`config.mk`:
```
export PLATFORM = sky130hd
export DESIGN_NAME = cram_access_arbiter
export DESIGN_NICKNAME = d
export VERILOG_FILES = /design/src/rtl/cram_pkg.sv /design/src/rtl/cram_rd_pipe.sv /design/src/rtl/cram_access_arbiter.sv
export SDC_FILE = /design/constraint.sdc
export NUM_CORES = 1
export LEC_CHECK = 0
export CORE_UTILIZATION = 42
export CTS_BUF_LIST = sky130_fd_sc_hd__clkbuf_2
export CTS_CLUSTER_SIZE = 30
export DETAILED_ROUTE_END_ITERATION = 8
export PLACE_DENSITY = 0.93
export SLEW_MARGIN = 20
export SYNTH_ARGS = -nofsm -noshare
export SYNTH_HDL_FRONTEND = slang
export SYNTH_SLANG_ARGS = --single-unit
```
`constraint.sdc`:
```
create_clock -name clk -period 2.3 [get_ports clk]
set_input_delay 0.345 -clock clk [delete_from_list [all_inputs] [get_ports clk]]
set_output_delay 0.345 -clock clk [all_outputs]
set_load 0.005 [all_outputs]
```
`src/rtl/cram_pkg.sv`:
```
// Shared types and constants for the color RAM access arbiter.
//
// Contents:
//   CRAM_AW / CRAM_DW   default address / data widths of the color RAM
//   CRAM_WAIT_W         width of the CPU starvation wait counter
//   cram_state_t        arbiter FSM states
//   cram_owner_t        which requester a read in flight belongs to
//   cram_tag_t          one read-pipe stage: {valid, owner, stolen, blank}
//   wait_next()         saturating increment for the wait counter
package cram_pkg;

    localparam int CRAM_AW     = 10;
    localparam int CRAM_DW     = 16;
    localparam int CRAM_WAIT_W = 12;

    typedef enum logic [2:0] {
        S_CLEAR = 3'd0,
        S_IDLE  = 3'd1,
        S_RD    = 3'd2,
        S_ACK   = 3'd3,
        S_REL   = 3'd4
    } cram_state_t;

    typedef enum logic {
        OWN_VID = 1'b0,
        OWN_CPU = 1'b1
    } cram_owner_t;

    // stolen: a pixel answer without RAM data is also due in this slot
    //         (its owner may still be the CPU if the thief was a CPU read).
    // blank : the pixel answer must be 0 (lookup during the clear sweep).
    typedef struct packed {
        logic        valid;
        cram_owner_t owner;
        logic        stolen;
        logic        blank;
    } cram_tag_t;

    localparam cram_tag_t CRAM_TAG_IDLE = '{valid: 1'b0, owner: OWN_VID,
                                            stolen: 1'b0, blank: 1'b0};

    // Saturating increment, never exceeding max_cnt
    function automatic logic [CRAM_WAIT_W-1:0] wait_next(
        input logic [CRAM_WAIT_W-1:0] cnt,
        input logic [CRAM_WAIT_W-1:0] max_cnt
    );
        if (cnt >= max_cnt) begin
            return max_cnt;
        end else begin
            return cnt + 12'd1;
        end
    endfunction

endpackage

```
`src/rtl/cram_rd_pipe.sv`:
```
// Read tag pipe and result routing for the color RAM arbiter.
//
// The tag captured in cycle N describes what ram_rdata means in cycle N+1;
// results are registered once more so that reads and pixel lookups appear
// at N+2. CPU write acks bypass the tag and appear at N+1.
//
// Ports:
//   clk, rst_b        clock, async active-low reset
//   tag_in            tag of the grant made this cycle
//   cpu_wr_done       a CPU write was strobed this cycle
//   ram_rdata         RAM data for the address presented last cycle
//   pix_valid/_data/_stolen   registered video results
//   cpu_ack, cpu_rdata        registered CPU acknowledge and read data
module cram_rd_pipe
    import cram_pkg::*;
#(
    parameter int DW = CRAM_DW
) (
    input  logic          clk,
    input  logic          rst_b,
    input  cram_tag_t     tag_in,
    input  logic          cpu_wr_done,
    input  logic [DW-1:0] ram_rdata,
    output logic          pix_valid,
    output logic [DW-1:0] pix_data,
    output logic          pix_stolen,
    output logic          cpu_ack,
    output logic [DW-1:0] cpu_rdata
);

    cram_tag_t     tag_r;
    logic          pix_valid_r;
    logic          pix_stolen_r;
    logic [DW-1:0] pix_data_r;
    logic          cpu_ack_r;
    logic [DW-1:0] cpu_rdata_r;

    logic          vid_done_s;
    logic          cpu_rd_done_s;
    logic [DW-1:0] pix_data_nxt_s;
    logic [DW-1:0] cpu_rdata_nxt_s;

    // Decode the tag in flight into next register values
    always_comb begin
        // A stolen slot owes a pixel answer even when the CPU owns the read
        vid_done_s    = tag_r.valid && ((tag_r.owner == OWN_VID) || tag_r.stolen);
        cpu_rd_done_s = tag_r.valid && (tag_r.owner == OWN_CPU);

        if (!vid_done_s) begin
            pix_data_nxt_s = pix_data_r;
        end else if (tag_r.stolen) begin
            pix_data_nxt_s = pix_data_r;    // repeat the previous color
        end else if (tag_r.blank) begin
            pix_data_nxt_s = {DW{1'b0}};
        end else begin
            pix_data_nxt_s = ram_rdata;
        end

        if (cpu_rd_done_s) begin
            cpu_rdata_nxt_s = ram_rdata;
        end else begin
            cpu_rdata_nxt_s = cpu_rdata_r;
        end
    end

    // Tag stage and registered result outputs
    always_ff @(posedge clk or negedge rst_b) begin
        if (!rst_b) begin
            tag_r        <= CRAM_TAG_IDLE;
            pix_valid_r  <= 1'b0;
            pix_stolen_r <= 1'b0;
            pix_data_r   <= {DW{1'b0}};
            cpu_ack_r    <= 1'b0;
            cpu_rdata_r  <= {DW{1'b0}};
        end else begin
            tag_r        <= tag_in;
            pix_valid_r  <= vid_done_s;
            pix_stolen_r <= vid_done_s && tag_r.stolen;
            pix_data_r   <= pix_data_nxt_s;
            cpu_ack_r    <= cpu_wr_done || cpu_rd_done_s;
            cpu_rdata_r  <= cpu_rdata_nxt_s;
        end
    end

    assign pix_valid  = pix_valid_r;
    assign pix_stolen = pix_stolen_r;
    assign pix_data   = pix_data_r;
    assign cpu_ack    = cpu_ack_r;
    assign cpu_rdata  = cpu_rdata_r;

endmodule

```
`src/rtl/cram_access_arbiter.sv`:
```
// Color RAM access arbiter: sole owner of the 1024x16 color RAM port.
//
// Video palette lookups have priority; the 68010 CPU uses free cycles and
// gets a DTACK-style one-cycle ack. When the CPU has waited MAX_WAIT cycles
// it steals a video slot; the robbed lookup is answered with the previous
// color and pix_stolen=1, and cpu_starve is latched until reset.
//
// Optional build macro: CRAM_CLEAR_EN -- after reset the RAM is swept to 0,
// one address per cycle, with init_busy=1; lookups read 0, the CPU waits.
//
// Ports:
//   clk, rst_b                        clock, async active-low reset
//   pix_req, pix_addr                 video lookup strobe and palette index
//   pix_valid, pix_data, pix_stolen   video result, 2 cycles after pix_req
//   cpu_req, cpu_we, cpu_addr, cpu_wdata   CPU access (level request)
//   cpu_ack, cpu_rdata                CPU acknowledge and read data
//   cpu_starve                        sticky: a video slot was stolen
//   ram_addr, ram_we, ram_wdata       RAM port (combinational from the grant)
//   ram_rdata                         RAM data for last cycle's address
//   init_busy                         clear sweep in progress
module cram_access_arbiter
    import cram_pkg::*;
#(
    parameter int AW       = CRAM_AW,
    parameter int DW       = CRAM_DW,
    parameter int MAX_WAIT = 255
) (
    input  logic          clk,
    input  logic          rst_b,
    input  logic          pix_req,
    input  logic [AW-1:0] pix_addr,
    output logic          pix_valid,
    output logic [DW-1:0] pix_data,
    output logic          pix_stolen,
    input  logic          cpu_req,
    input  logic          cpu_we,
    input  logic [AW-1:0] cpu_addr,
    input  logic [DW-1:0] cpu_wdata,
    output logic          cpu_ack,
    output logic [DW-1:0] cpu_rdata,
    output logic          cpu_starve,
    output logic [AW-1:0] ram_addr,
    output logic          ram_we,
    output logic [DW-1:0] ram_wdata,
    input  logic [DW-1:0] ram_rdata,
    output logic          init_busy
);

    localparam logic [CRAM_WAIT_W-1:0] MAX_WAIT_C = CRAM_WAIT_W'(MAX_WAIT);

`ifdef CRAM_CLEAR_EN
    localparam cram_state_t RESET_STATE = S_CLEAR;
    logic [AW-1:0] clr_addr_r;
`else
    localparam cram_state_t RESET_STATE = S_IDLE;
`endif

    cram_state_t            state_r;
    cram_state_t            state_nxt_s;
    logic [CRAM_WAIT_W-1:0] wait_cnt_r;
    logic                   starve_r;

    logic      clearing_s;
    logic      cpu_elig_s;
    logic      cpu_grant_s;
    logic      vid_grant_s;
    logic      steal_s;
    logic      cpu_wr_done_s;
    cram_tag_t tag_s;

    // Grant priority: clear sweep, starved CPU, video, idle CPU
    always_comb begin
        clearing_s    = (state_r == S_CLEAR);
        cpu_elig_s    = (state_r == S_IDLE) && cpu_req;
        cpu_grant_s   = cpu_elig_s && ((wait_cnt_r == MAX_WAIT_C) || !pix_req);
        steal_s       = cpu_grant_s && pix_req;
        vid_grant_s   = pix_req && !cpu_grant_s && !clearing_s;
        cpu_wr_done_s = cpu_grant_s && cpu_we;
    end

    // RAM port mux driven straight from the grant
    always_comb begin
        ram_addr  = {AW{1'b0}};
        ram_we    = 1'b0;
        ram_wdata = {DW{1'b0}};
        if (clearing_s) begin
`ifdef CRAM_CLEAR_EN
            ram_addr = clr_addr_r;
`else
            ram_addr = {AW{1'b0}};
`endif
            ram_we   = 1'b1;
        end else if (cpu_grant_s) begin
            ram_addr  = cpu_addr;
            ram_we    = cpu_we;
            ram_wdata = cpu_wdata;
        end else if (vid_grant_s) begin
            ram_addr = pix_addr;
        end else begin
            ram_addr = {AW{1'b0}};
        end
    end

    // Tag for the read pipe; every pix_req gets exactly one answer
    always_comb begin
        tag_s = CRAM_TAG_IDLE;
        if (cpu_grant_s && !cpu_we) begin
            // A CPU read may carry a stolen pixel answer along with it
            tag_s.valid  = 1'b1;
            tag_s.owner  = OWN_CPU;
            tag_s.stolen = steal_s;
        end else if (pix_req) begin
            tag_s.valid  = 1'b1;
            tag_s.owner  = OWN_VID;
            tag_s.stolen = steal_s;
            tag_s.blank  = clearing_s;
        end else begin
            tag_s = CRAM_TAG_IDLE;
        end
    end

    // FSM next state; S_REL keeps a held request from being served twice
    always_comb begin
        state_nxt_s = state_r;
        case (state_r)
            S_CLEAR: begin
`ifdef CRAM_CLEAR_EN
                if (&clr_addr_r) begin
                    state_nxt_s = S_IDLE;
                end else begin
                    state_nxt_s = S_CLEAR;
                end
`else
                state_nxt_s = S_IDLE;
`endif
            end
            S_IDLE: begin
                if (cpu_grant_s) begin
                    state_nxt_s = cpu_we ? S_ACK : S_RD;
                end else begin
                    state_nxt_s = S_IDLE;
                end
            end
            S_RD:  state_nxt_s = S_ACK;
            S_ACK: state_nxt_s = S_REL;
            S_REL: begin
                if (cpu_req) begin
                    state_nxt_s = S_REL;
                end else begin
                    state_nxt_s = S_IDLE;
                end
            end
            default: state_nxt_s = S_IDLE;
        endcase
    end

    // State register
    always_ff @(posedge clk or negedge rst_b) begin
        if (!rst_b) begin
            state_r <= RESET_STATE;
        end else begin
            state_r <= state_nxt_s;
        end
    end

    // CPU wait counter and sticky starvation flag
    always_ff @(posedge clk or negedge rst_b) begin
        if (!rst_b) begin
            wait_cnt_r <= {CRAM_WAIT_W{1'b0}};
            starve_r   <= 1'b0;
        end else begin
            if (cpu_grant_s || !cpu_req) begin
                wait_cnt_r <= {CRAM_WAIT_W{1'b0}};
            end else if (state_r == S_IDLE) begin
                wait_cnt_r <= wait_next(wait_cnt_r, MAX_WAIT_C);
            end else begin
                wait_cnt_r <= wait_cnt_r;
            end
            if (steal_s) begin
                starve_r <= 1'b1;
            end else begin
                starve_r <= starve_r;
            end
        end
    end

`ifdef CRAM_CLEAR_EN
    // Clear sweep address, one word per cycle while in S_CLEAR
    always_ff @(posedge clk or negedge rst_b) begin
        if (!rst_b) begin
            clr_addr_r <= {AW{1'b0}};
        end else if (clearing_s) begin
            clr_addr_r <= clr_addr_r + {{(AW-1){1'b0}}, 1'b1};
        end else begin
            clr_addr_r <= clr_addr_r;
        end
    end

    assign init_busy = clearing_s;
`else
    assign init_busy = 1'b0;
`endif

    assign cpu_starve = starve_r;

    cram_rd_pipe #(
        .DW (DW)
    ) u_rd_pipe (
        .clk         (clk),
        .rst_b       (rst_b),
        .tag_in      (tag_s),
        .cpu_wr_done (cpu_wr_done_s),
        .ram_rdata   (ram_rdata),
        .pix_valid   (pix_valid),
        .pix_data    (pix_data),
        .pix_stolen  (pix_stolen),
        .cpu_ack     (cpu_ack),
        .cpu_rdata   (cpu_rdata)
    );

endmodule

```
==> results of run 1 <==
-- power by group --
| part | total [mW] | switching (mW) | internal (mW) | leakage [nW] |
|---|---|---|---|---|
| clock | 0.387 | 0.314 | 0.0734 | 0.0266 |
| combinational | 1.89 | 0.725 | 1.16 | 1.31 |
| sequential | 1.43 | 0.172 | 1.25 | 0.692 |
-- through the flow --
step,setup WS (ps),area (um2),setup TNS (ps),instances
floorplan,220,2550,0,237
global placement,-282,3960,-6200,444
detailed placement,-333,3960,-7340,444
CTS,-522,4240,-12070,478
global route,-646,4350,-14560,483
finish,-579,4350,-12610,483
-- kinds of logic after synthesis --
| logic type | Yosys count | synth area share, % |
|---|---|---|
| flip-flops | 55 | 54.0 |
| buffers and inverters | 17 | 3.28 |
| multiplexers | 16 | 7.06 |
| AO/OA/AOI/OAI | 56 | 14.7 |
| adder cells (fa/ha/maj) | 1 | 0.490 |
| AND/OR/NAND/NOR | 91 | 20.4 |
| other | 1 | 0.147 |
-- how the worst max path moves through the flow --
stage	startpoint	endpoint	depth (start not counted)
3_5_place_dp	cpu_req	ram_addr[8]	6
6_report	wait_cnt_r[10]$_DFFE_PN0P_	ram_wdata[11]	7
3_3_place_gp	cpu_req	ram_addr[5]	6
5_1_grt	wait_cnt_r[10]$_DFFE_PN0P_	ram_wdata[11]	7
2_1_floorplan	wait_cnt_r[10]$_DFFE_PN0P_	ram_addr[7]	6
4_1_cts	wait_cnt_r[11]$_DFFE_PN0P_	ram_addr[5]	7
-- metal layers --
layer	share of wire [%]	wire length (um)	track usage [%]	vias up
met5	0	0	0	-
met4	3.6	326	12.5	0
met3	5.7	508	5.26	34
met2	52	4670	48.8	157
met1	39	3460	32.2	1291
li1	-	-	-	1177
-- state kept, by name (all words and copies together), names as in the netlist --
register	flops
u_rd_pipe.pix_stolen	1
u_rd_pipe.pix_data	16
state_r	3
u_rd_pipe.tag_r	4
u_rd_pipe.cpu_rdata	16
u_rd_pipe.cpu_ack	1
wait_cnt_r	12
u_rd_pipe.pix_valid	1
cpu_starve	1
-- worst max-delay path, delay by kind of cell (launching register included) --
kind / cells / cell delay (ps)
flops: 1 / 460
buf+inv: 3 / 360
simple gates: 3 / 900
compound gates: 1 / 370
-- layout make-up --
type	count	area, um2	share of cell area, %
Clock buffer	5	25.0	0.576
Clock inverter	3	20.0	0.460
Inverter	5	18.8	0.432
Multi-Input combinational cell	168	1190	27.3
Sequential cell	55	1380	31.7
Tap cell	75	93.8	2.16
Timing Repair Buffer	172	1630	37.4
-- what timing repair did --
action | in CTS | in global routing
resized for setup | 148 | 17
pin swaps | 32 | 8
buffers inserted | 22 | 6
hold endpoints to repair | 34 | 0
hold buffers | 1 | 0
gates cloned | 3 | 0
setup endpoints to repair | 27 | 27
-- cell usage in the layout, fill, tap and decap left out, drive strengths merged, types with 5 or more instances in the layout --
| cell type | n |
|---|---|
| o21ai | 26 |
| nor2 | 6 |
| dfrtp | 54 |
| nand2b | 16 |
| and2 | 19 |
| and3 | 6 |
| nand2 | 26 |
| clkbuf | 5 |
| nand3 | 5 |
| inv | 5 |
| a22o | 12 |
| buf | 80 |
| mux2 | 16 |
| clkdlybuf4s50 | 91 |
==> metrics, run 1 <==
EDFF count, synth=0; # IOs=121; Yosys top cell area share=52.9%; number of max-cap violations=0; required time of the critical path=1960 ps; count of standard-cell rows=28; Leakage Power=2.03 nW; synthesized instance count=237; peak supply drop=0.641 mV; via count of the first global-routing pass=2579; shortest clock period the worst path allows after layout=~2900 ps; final critical-path share of the clock period=125%; worst-case setup margin in the final layout=-579 ps; Arr. time, crit path=2530 ps; wire length of the first global-routing pass=13100 um; number of CTS-inserted buffers=5; register bit total from synthesis=55; Util after Layout=between 70 and 80%; most instantiated cells after synthesis=54 x sky130_fd_sc_hd__dfrtp_1, 26 x sky130_fd_sc_hd__nand2_1, 26 x sky130_fd_sc_hd__o21ai_0; path category of the worst min-delay check=primary input to flop; number of endpoints with negative hold slack in the final report=0; number of port buffers=119; number of nets in the layout=465; Worst R2R Start=wait_cnt_r[10]$_DFFE_PN0P_; netlist area before placement=approximately 0.0026 mm2; Die ar.=between 0.006 and 0.007 mm2; slew at the pin closest to its max-slew limit=around 760 ps; RSZ-0062 raised after global routing=true; remaining routing DRC violations=0; achievable frequency=0.347 GHz; Power Dens Cells=852 mW/mm2; vertical die dimension=roughly 80 um; number of DRC markers in iteration 0=between 200 and 250; Relative slew margins=between 40% and 50%; antenna diode count=0; Largest stage delay, worst path=550 ps; largest driver fanout on the critical path=5; mean instance size in the synthesized netlist=10.8 um2; hold-critical path depth=3; FILL cells=349; Async S/R FF share, synth=100%; library cell occupying the most area in the post-synthesis netlist=sky130_fd_sc_hd__dfrtp_1; Root Buffer Master=sky130_fd_sc_hd__clkbuf_2; cell with the largest stage delay on the worst path=sky130_fd_sc_hd__or4_4; proportion of synthesized chip area in sequential cells=54.0%; DP Wirelength=around 5200 um; Routability Congestion=0.858; leftover overflow at the end of global routing=0; Longest Clk Path Bufs=2; Synth Flop Type=sky130_fd_sc_hd__dfrtp_1; synthesis-to-layout area growth=70.3%; status=finished with violations; number of sinks on the clock net=55; Clk Latency, worst-skew pair=460 ps; TritonCTS clock tree=done; total detailed-routing wirelength=8970 um; top area cells in the synthesized netlist=sky130_fd_sc_hd__dfrtp_1 53%, sky130_fd_sc_hd__mux2_2 7.1%, sky130_fd_sc_hd__o21ai_0 5.1%, sky130_fd_sc_hd__and2_1 4.7%, sky130_fd_sc_hd__a22o_1 4.1%; drt via density=roughly 5.5; depth of the worst register-to-register path=5; synthesized net count=295; Core Area=0.00589 mm2; Horiz. Die Dim=between 70 and 80 um; Worst-path clk slew=290 ps; R2R Path End=state_r[0]$_DFF_PN1_; Min-Delay Startpoint=ram_rdata[3]; worst clock skew=39.2 ps; Routed Antenna Nets=0; ordered cell list for the critical path=or4_4 -> o31a_4 -> nor2_4 -> buf_4 -> buf_6 -> and2_4 -> buf_2; Worst Setup Path Type=flop to output port; count leader, synth=sky130_fd_sc_hd__dfrtp_1; initial core utilization=43.4%; worst slack on hold paths=~440 ps; largest net degree at the start of global routing=56; Worst Setup End Kind=output port; max-slew violation count=0; H-Tree Depth=2; sink of the worst hold path=u_rd_pipe.pix_data[3]$_DFFE_PN0P_; setup violation total in the final timing report=27; Tot GR Track Use=27.6%; critical path launch point type=flop; via count=2659; initial antenna violation count=0; proportion of layout cells with a drive suffix above 1=31.9%; Routed WL per cell=18.6 um; detailed-routing iteration count for the pre-antenna-repair pass=5; slack of the worst reg-to-reg path=330 ps; library cells used by synthesis=41; total power=3.70 mW; Ys Warns=0; violations in the final reports=negative setup slack
No activity file was read; power rests on OpenSTA's default activity.
==> run 2, diff against run 1 <==
- CORE_MARGIN: default -> 2
- MAX_ROUTING_LAYER: default -> met4
- REMOVE_ABC_BUFFERS: default -> 1
==> run 2 against run 1 <==
The flow still finishes with violations (negative setup slack); worst setup slack worse by 21 ps; worst hold slack got worse by 67 ps; flip-flop and latch count stayed put; highest routed layer unchanged.
==> metrics, run 2 (synthesis results as in run 1) <==
number of sinks on the clock net=55 (unchanged); Worst R2R Start=wait_cnt_r[9]$_DFFE_PN0P_; sequential share of power=38.8% (+0.3 points); total power=3.69 mW (-0.28%); most common library cell in the layout ignoring fill and taps=sky130_fd_sc_hd__clkdlybuf4s50_1; launching element of the worst setup path=wait_cnt_r[9]$_DFFE_PN0P_; Arr. time, crit path=2550 ps (+20 ps); worst clock skew=31.2 ps (-8.01 ps); number of port buffers=119 (unchanged); slew at the pin closest to its max-slew limit=853 ps (+88.1 ps); initial antenna violation count=0 (unchanged); RSZ-0062 raised after global routing=true; synthesis-to-layout area growth=69.1%; count of standard-cell rows=28 (unchanged); worst slack on hold paths=377 ps (-66.7 ps); leftover overflow at the end of global routing=0 (unchanged); placed instance area=0.00395 mm2 (about the same); required time of the critical path=1960 ps (about the same); top sig layer=met4; Post-Layout Inst Area=0.00432 mm2 (-0.72%); largest net degree at the start of global routing=34 (-39%); number of CTS-inserted buffers=5 (unchanged); Largest stage delay, worst path=570 ps (+20 ps); DP Wirelength=5770 um (+11%); H-Tree Depth=2 (unchanged); Clk Latency, worst-skew pair=440 ps (-20 ps); Tot GR Track Use=27.5% (-0.063 points); Die ar.=0.00672 mm2 (+5.1%); TritonCTS clock tree=done; cell mode on critical path=sky130_fd_sc_hd__buf_4; antenna diode count=0 (unchanged); status=finished with violations; Routability Congestion=0.867 (+1.0%); initial core utilization=43.4% (unchanged); post-route met1 wirelength=3520 um (+1.6%); Routed WL per cell=20.0 um (+7.6%); logic gate share of total power=51.0% (about the same); Buffers & Inverters on Critical Path=3 (unchanged); kind of cell adding the most delay to the critical path=simple AND/OR/NAND/NOR gates; total met3 wirelength after detailed routing=648 um (+28%); ordered cell list for the critical path=or4_4 -> buf_4 -> nor4_4 -> buf_4 -> nor3b_2 -> a22o_1 -> buf_2; power spent charging and discharging nets=1.21 mW (-0.12%); Worst Setup End Kind=output port; total detailed-routing wirelength=9570 um (+6.7%); FILL cells=369 (+5.7%); achievable frequency=0.345 GHz (-0.74%); number of DRC markers in iteration 0=181 (-15%); Core Area=0.00589 mm2 (unchanged); commonest cells after routing, fill and taps aside=91 x sky130_fd_sc_hd__clkdlybuf4s50_1, 54 x sky130_fd_sc_hd__dfrtp_1, 31 x sky130_fd_sc_hd__buf_6, 29 x sky130_fd_sc_hd__buf_4; wire length of the first global-routing pass=13500 um (+2.8%); Worst-path clk slew=270 ps (-20 ps); detailed-routing iteration count for the pre-antenna-repair pass=4 (-1); via count of the first global-routing pass=2653 (+2.9%); number of nets in the layout=461 (-0.86%); internal power consumption=2.48 mW (-0.36%); # IOs=121 (unchanged); largest driver fanout on the critical path=5 (unchanged); Longest Clk Path Bufs=2 (unchanged); number of endpoints with negative hold slack in the final report=0 (unchanged); path category of the worst min-delay check=primary input to async pin; worst-case setup margin in the final layout=-600 ps (-21.4 ps); via count=2666 (+0.26%); peak supply drop=0.581 mV (-9.3%); setup violation total in the final timing report=27 (unchanged); drt via density=5.57 (+1.1%); remaining routing DRC violations=0 (unchanged); proportion of layout cells with a drive suffix above 1=31.2% (-0.67 points); vertical die dimension=82.0 um (+2.5%); Horiz. Die Dim=82.0 um (+2.5%); max-slew violation count=0 (unchanged); clock network fraction of total power=10.1% (-0.4 points); Leakage Power=2.01 nW (-0.98%); final critical-path share of the clock period=126% (+0.93 points); Worst Setup Path Type=flop to output port; violations in the final reports=negative setup slack; shortest clock period the worst path allows after layout=2900 ps (+21.4 ps); Switching Fraction=32.7% (+0.053 points); met2 WL post-DR=4800 um (+2.8%); critical path launch point type=flop; Power Dens Cells=855 mW/mm2 (+0.44%); Relative slew margins=42.7% (-6.2 points); Root Buffer Master=sky130_fd_sc_hd__clkbuf_2; cell with the largest stage delay on the worst path=sky130_fd_sc_hd__or4_4; Routed Antenna Nets=0 (unchanged); area of the multi-input gates=0.00120 mm2 (+1.1%); area taken by flip-flops and latches=0.00138 mm2 (unchanged); number of max-cap violations=0 (unchanged)
==> run 2: area by class of cell <==
type	count	area share, %
clock buffer	6	0.696
clock inverter	2	0.290
inverter	5	0.435
multi-input combinational	169	27.8
sequential	55	31.9
tap	75	2.17
timing repair buffer	167	36.7
==> run 2: worst paths after layout <==
check,end,cells after the start,slack (ps)
setup / recovery,ram_addr[7],7,-600
hold / removal,wait_cnt_r[5]$_DFFE_PN0P_,2,380
setup reg to reg,state_r[0]$_DFF_PN1_,5,170
hold reg to reg,u_rd_pipe.pix_stolen$_DFF_PN0_,1,490
max in group asynchronous,u_rd_pipe.tag_r[1]$_DFF_PN0_,3,1330
min in group clk,u_rd_pipe.pix_data[0]$_DFFE_PN0P_,3,460
==> run 2: power groups by stage <==
stage,clock [mW],combinational (mW),sequential (mW)
global placement,0,1.53,1.43
global route,0.427,2.02,1.46
finish,0.374,1.88,1.43
detailed placement,0,1.59,1.46
CTS,0.382,1.75,1.43
floorplan,0,0.549,1.46
==> run 2: metal layers <==
metal	vias up	global-route usage (%)
li1	1174	-
met1	1280	32.0
met2	145	44.9
met3	67	6.15
met4	0	13.8
met5	-	-
==> run 2: stage by stage <==
step                      cells  worst slack (ps)  util [%]  TNS (ps)
after global placement      442              -242      67.2     -5820
after detailed placement    442              -346      67.2     -7570
after global routing        479              -681      73.3    -15410
final                       479              -600      73.3    -13280
after floorplan             225               256         -         0
after CTS                   475              -520      71.6    -12220
==> run 2: repair_timing <==
item,4_1_cts,5_1_grt
setup endpoints to repair,27,27
cloned,4,0
pin swaps,22,14
hold endpoints to repair,21,0
setup buffers,20,5
hold buffers,1,0
resized for setup,139,21
